===== src/rtl/map_sel_ctrl_pkg.sv =====
// Shared map codes, FSM state encodings and request decode for map_sel_ctrl and anything decoding map_sel.
package map_sel_ctrl_pkg;

  localparam logic [1:0] MAP_PART1 = 2'd0;
  localparam logic [1:0] MAP_LOOP  = 2'd1;
  localparam logic [1:0] MAP_LR    = 2'd2;

  typedef enum logic [1:0] {
    ST_IDLE    = 2'd0,
    ST_QUALIFY = 2'd1,
    ST_WAIT_VS = 2'd2,
    ST_BOT_RST = 2'd3
  } state_t;

  // Switch priority: lr wins over loop, neither selects part 1.
  function automatic logic [1:0] decode_req(input logic [1:0] req);
    if (req[1]) return MAP_LR;
    if (req[0]) return MAP_LOOP;
    return MAP_PART1;
  endfunction

  function automatic int max2(input int a, input int b);
    return (a > b) ? a : b;
  endfunction

endpackage


===== src/rtl/map_sel_ctrl_vs_edge_det.sv =====
// vs_edge_det: registers vert_sync and flags the inactive-to-active transition, same cycle as the active level appears.
module vs_edge_det #(
  parameter logic VS_ACTIVE = 1'b0
) (
  input  logic clk,
  input  logic reset_n,
  input  logic vert_sync,
  output logic vs_edge
);

  logic vs_q;

  always_ff @(posedge clk or negedge reset_n) begin
    if (!reset_n) vs_q <= ~VS_ACTIVE;
    else          vs_q <= vert_sync;
  end

  assign vs_edge = (vert_sync == VS_ACTIVE) && (vs_q != VS_ACTIVE);

endmodule


===== src/rtl/map_sel_ctrl.sv =====
// map_sel_ctrl: qualifies a map request for STABLE_CYCLES, then commits it on the next vsync edge (no torn frames).
// MAP_SEL_BOT_RESET_EN adds a BOT_RST_CYCLES rojobot reset hold after commit; undefined ties bot_rst low.
module map_sel_ctrl
  import map_sel_ctrl_pkg::*;
#(
  parameter int   STABLE_CYCLES  = 75000,
  parameter int   BOT_RST_CYCLES = 16,
  parameter logic VS_ACTIVE      = 1'b0
) (
  input  logic       clk,
  input  logic       reset_n,
  input  logic [1:0] map_req,
  input  logic       vert_sync,
  output logic [1:0] map_sel,
  output logic       bot_rst,
  output logic       switching,
  output logic       map_chg
);

  localparam int CW = $clog2(max2(STABLE_CYCLES, BOT_RST_CYCLES) + 1);
  localparam logic [CW-1:0] STB_LAST = CW'(STABLE_CYCLES - 1);
`ifdef MAP_SEL_BOT_RESET_EN
  localparam logic [CW-1:0] BOT_LAST = CW'(BOT_RST_CYCLES - 1);
`endif

  state_t        state_q, state_d;
  logic [1:0]    cand_q, cand_d;
  logic [CW-1:0] cnt_q, cnt_d;
  logic [1:0]    sel_q, sel_d;
  logic          chg_q, chg_d;
  logic [1:0]    dreq;
  logic          vs_edge;
`ifdef MAP_SEL_BOT_RESET_EN
  logic          bot_q, bot_d;
`endif

  vs_edge_det #(
    .VS_ACTIVE (VS_ACTIVE)
  ) u_vs_edge_det (
    .clk       (clk),
    .reset_n   (reset_n),
    .vert_sync (vert_sync),
    .vs_edge   (vs_edge)
  );

  assign dreq = decode_req(map_req);

  always_comb begin
    state_d = state_q;
    cand_d  = cand_q;
    cnt_d   = cnt_q;
    sel_d   = sel_q;
    chg_d   = 1'b0;
`ifdef MAP_SEL_BOT_RESET_EN
    bot_d   = bot_q;
`endif
    case (state_q)
      ST_IDLE: begin
        if (dreq != sel_q) begin
          cand_d  = dreq;
          cnt_d   = '0;
          state_d = ST_QUALIFY;
        end
      end
      ST_QUALIFY: begin
        if (dreq != cand_q)        state_d = ST_IDLE;
        else if (cnt_q == STB_LAST) state_d = ST_WAIT_VS;
        else                        cnt_d   = cnt_q + CW'(1);
      end
`ifdef MAP_SEL_BOT_RESET_EN
      ST_WAIT_VS: begin
        if (vs_edge) begin
          sel_d   = cand_q;
          bot_d   = 1'b1;
          cnt_d   = '0;
          state_d = ST_BOT_RST;
        end
      end
      ST_BOT_RST: begin
        if (cnt_q == BOT_LAST) begin
          bot_d   = 1'b0;
          chg_d   = 1'b1;
          state_d = ST_IDLE;
        end else begin
          cnt_d = cnt_q + CW'(1);
        end
      end
`else
      // cand never equals sel on entry, so equality here means the commit already happened.
      ST_WAIT_VS: begin
        if (sel_q == cand_q) begin
          chg_d   = 1'b1;
          state_d = ST_IDLE;
        end else if (vs_edge) begin
          sel_d = cand_q;
        end
      end
`endif
      default: state_d = ST_IDLE;
    endcase
  end

  always_ff @(posedge clk or negedge reset_n) begin
    if (!reset_n) begin
      state_q <= ST_IDLE;
      cand_q  <= MAP_PART1;
      cnt_q   <= '0;
      sel_q   <= MAP_PART1;
      chg_q   <= 1'b0;
`ifdef MAP_SEL_BOT_RESET_EN
      bot_q   <= 1'b0;
`endif
    end else begin
      state_q <= state_d;
      cand_q  <= cand_d;
      cnt_q   <= cnt_d;
      sel_q   <= sel_d;
      chg_q   <= chg_d;
`ifdef MAP_SEL_BOT_RESET_EN
      bot_q   <= bot_d;
`endif
    end
  end

  assign map_sel   = sel_q;
  assign map_chg   = chg_q;
  assign switching = (state_q != ST_IDLE);
`ifdef MAP_SEL_BOT_RESET_EN
  assign bot_rst   = bot_q;
`else
  assign bot_rst   = 1'b0;
`endif

endmodule

===== config.mk =====
export PLATFORM = sky130hd
export DESIGN_NAME = map_sel_ctrl
export DESIGN_NICKNAME = d
export VERILOG_FILES = /design/src/rtl/map_sel_ctrl_pkg.sv /design/src/rtl/map_sel_ctrl_vs_edge_det.sv /design/src/rtl/map_sel_ctrl.sv
export SDC_FILE = /design/constraint.sdc
export NUM_CORES = 1
export LEC_CHECK = 0
export ABC_AREA = 1
export CAP_MARGIN = 5
export CORE_MARGIN = 2
export CORE_UTILIZATION = 40
export DETAILED_ROUTE_END_ITERATION = 8
export SLEW_MARGIN = 20
export SYNTH_ARGS = -nofsm -noshare
export SYNTH_HDL_FRONTEND = slang
export SYNTH_SLANG_ARGS = --single-unit

===== constraint.sdc =====
create_clock -name clk -period 4.3 [get_ports clk]
set_input_delay 0.43 -clock clk [delete_from_list [all_inputs] [get_ports clk]]
set_output_delay 0.43 -clock clk [all_outputs]
set_load 0.02 [all_outputs]

==> run_results.csv <==
group,metric,value,unit
cells_and_area,layout_commonest_cell,"nand2_1",
critical_path,reg2reg_to,"cnt_q[12]",
cells_and_area,mostFrequentLayoutCells,"nand2_1, nand3_1, inv_1, dfrtp_1, nor2_1",
cells_and_area,finalNetCount,246,
cts,cts.repair.resized,0,
sta,layout_min_cycle_time,1.950,ns
synth,synth_seq_cells,25,
sta,drv_slew,0,
synth,synth_edf_count,0,
sta,setup_viol,0,
grt,antenna_found_initial,0,
routing,drc,0,
synth,syn-cell-area,1624,um^2
floorplan,coreArea,3943,um^2
routing,wl_per_cell,11.51,um
synth,ys_types,27,
critical_path,start_kind,"flop",
critical_path,end_kind,"output port",
cts,numClockSinks,25,
placement,portBuffers,8,
cts,path_clk_slew,0.09,ns
sta,finalHoldViolCount,0,
critical_path,critPathTopFamily,"buffers and inverters",
sta,worstMarginPinSlew,0.5960,ns
synth,synthCells,231,
critical_path,max_stage_delay,0.53,ns
min_path,hold_class,"flop to flop",
routing,vias_per_cell,4.692,
synth,async_flop_share,100.0,%
cts,numCtsBuffers,3,
cells_and_area,antenna_cells,0,
critical_path,cp_max_fo,4,
placement,hpwl,2385,um
cts,hold_buffers,0,
grt,grt_overflow_total,0,
grt,grt_first_pass_wirelength,5692,um
cells_and_area,drive_gt1_share,10.46,%
critical_path,worstPathArrival,1.52,ns
synth,yosys-top-cells-area,"dfrtp_1, nand2_1, nand3_1",
synth,synthFlopType,"dfrtp_1",
critical_path,reg2reg_slack,2.56,ns
routing,first_pass_iters,4,
synth,ys_seq_area_share,38.60,%
floorplan,die_h,67.72,um
floorplan,initial_core_util,41.19,%
critical_path,r2r_start,"cnt_q[0]",
sta,finalSetupTns,0,ns
power,ir_worst_vdd,0.1622,mV
synth,ys_warn_count,0,
sta,slew_headroom,60.23,%
placement,place_congestion,0.8005,
routing,drt_iter0_markers,70,
power,power.density,354.9,nW/um^2
grt,track_usage,16.49,%
min_path,hold_start,"state_q[0]",
grt,grt_max_degree,26,
critical_path,critPathKind,"flop to output port",
routing,vias,1356,
routing,finalWirelength,3325,um
sta,rsz0062_at_grt,"false",
cts,clock_path_buffers,2,
synth,synth_top_area_share,36.98,%
power,power,0.6269,mW
cts,cts-root-buf,"clkbuf_8",
power,p_leak,0.8510,nW
run_status,status,"finished, final reports clean",
synth,syn_nets,237,
min_path,min_to,"map_chg",
critical_path,rr_worst_depth,8,
critical_path,cp_slowest_cell,"clkdlybuf4s50_1",
cts,cts_setup_buffers,0,
critical_path,cp_num_buf_inv,2,
cells_and_area,synthToLayoutAreaGrowth,8.782,%
routing,antenna_left,0,
critical_path,path_cells,"nor2_1, inv_1, clkdlybuf4s50_1",
cts,clk_latency,0.27,ns
cts,h-tree-depth,1,
floorplan,num_io_pins,10,
synth,synth.avg_cell_area,7.031,um^2
critical_path,crit_required,3.87,ns
sta,fmax,512.9,MHz
min_path,hold_depth,1,
cts,tritoncts,"yes",
grt,grt_pass1_vias,1254,
sta,final.period_utilization,45.34,%
floorplan,die_area,4586,um^2
floorplan,rows,23,
synth,yosys.area.top_type,"dfrtp_1",
sta,final.setup_skew,0.004859,ns
floorplan,die_w,67.72,um
flow_run,cap_violations,0,
-- worst reg2reg max path, stage by stage, from the launching register on --
cell and delay (ns):
dfrtp_1 0.42, ha_1 0.24, nand2_2 0.11, nor2_1 0.05, nand2_1 0.09, nor2_2 0.06
nor2_2 0.46, nand3_1 0.14, nand2_1 0.11
-- where the power goes --
part | switching (mW) | leakage [nW] | internal (mW) | total [mW]
Clock | 0.0773 | 0.0228 | 0.0663 | 0.144
Sequential | 0.0264 | 0.340 | 0.259 | 0.285
Combinational | 0.140 | 0.488 | 0.0583 | 0.198
Total | 0.244 | 0.851 | 0.383 | 0.627
-- Yosys cell counts, types with 2 or more instances --
cell and instances:
nand2_1 76, nand3_1 34, inv_1 27, dfrtp_1 24
nor2_1 19, nand2_2 9, o21ai_0 6, xnor2_1 5
nor2_2 4, nor3_1 4, nand4_1 3, nor2_4 3
nand3_2 2, xor2_1 2
-- final cells by class --
class	instances	area [um^2]
fillers	392	2176
multi-input cells	173	839.6
flip-flops and latches	25	626.9
inverters	28	105.1
repair buffers	9	87.58
well taps	50	62.56
clock buffers	4	45.04
-- cell families (layout without fill, tap and decap cells) --
kind of cell               after synthesis  count (layout)  synth area share [%]
and+or+nand+nor                        157             157                 44.76
buffers and inverters                   33              41                 9.707
DFF                                     25              25                 38.60
AOI/OAI and AO/OA                        7               7                 2.157
xor gates and xnor gates                 7               7                 3.775
adders and majority gates                1               1                0.7703
other                                    1               1                0.2309
-- registers in the layout (all words and copies together) (netlist names) --
signal and count:
cnt_q 17, cand_q 2, map_sel 2, state_q 2, map_chg 1, u_vs_edge_det.vs_q 1
-- per-layer routing --
layer	vias up	track usage [%]	wire, um
li1	739	-	-
met1	607	23.05	1759
met2	8	26.72	1470
met3	2	2.500	70
met4	0	3.827	24
met5	-	0	0
-- through the flow --
| stage | utilization [%] | setup slack [ns] | instances | hold slack [ns] | cell area (um^2) |
|---|---|---|---|---|---|
| after floorplan | - | 2.909 | 231 | 0.1344 | 1624 |
| after global placement | 43.67 | 2.161 | 285 | 0.5116 | 1722 |
| after detailed placement | 43.67 | 2.127 | 285 | 0.4992 | 1722 |
| after CTS | 44.81 | 2.345 | 289 | 0.5112 | 1767 |
| after global routing | 44.81 | 2.240 | 289 | 0.5539 | 1767 |
| final | 44.81 | 2.350 | 289 | 0.5097 | 1767 |
-- worst max path at each step --
stage,cells past startpoint,from,slack [ns],to
after floorplan,10,cnt_q[0],2.91,cnt_q[14]
after global placement,9,map_req[1],2.16,cnt_q[8]
after CTS,3,state_q[0],2.34,switching
after global routing,3,state_q[0],2.24,switching
after detailed placement,9,map_req[1],2.13,cnt_q[12]
final,3,state_q[0],2.35,switching
Power figures use the tool's default switching activity.
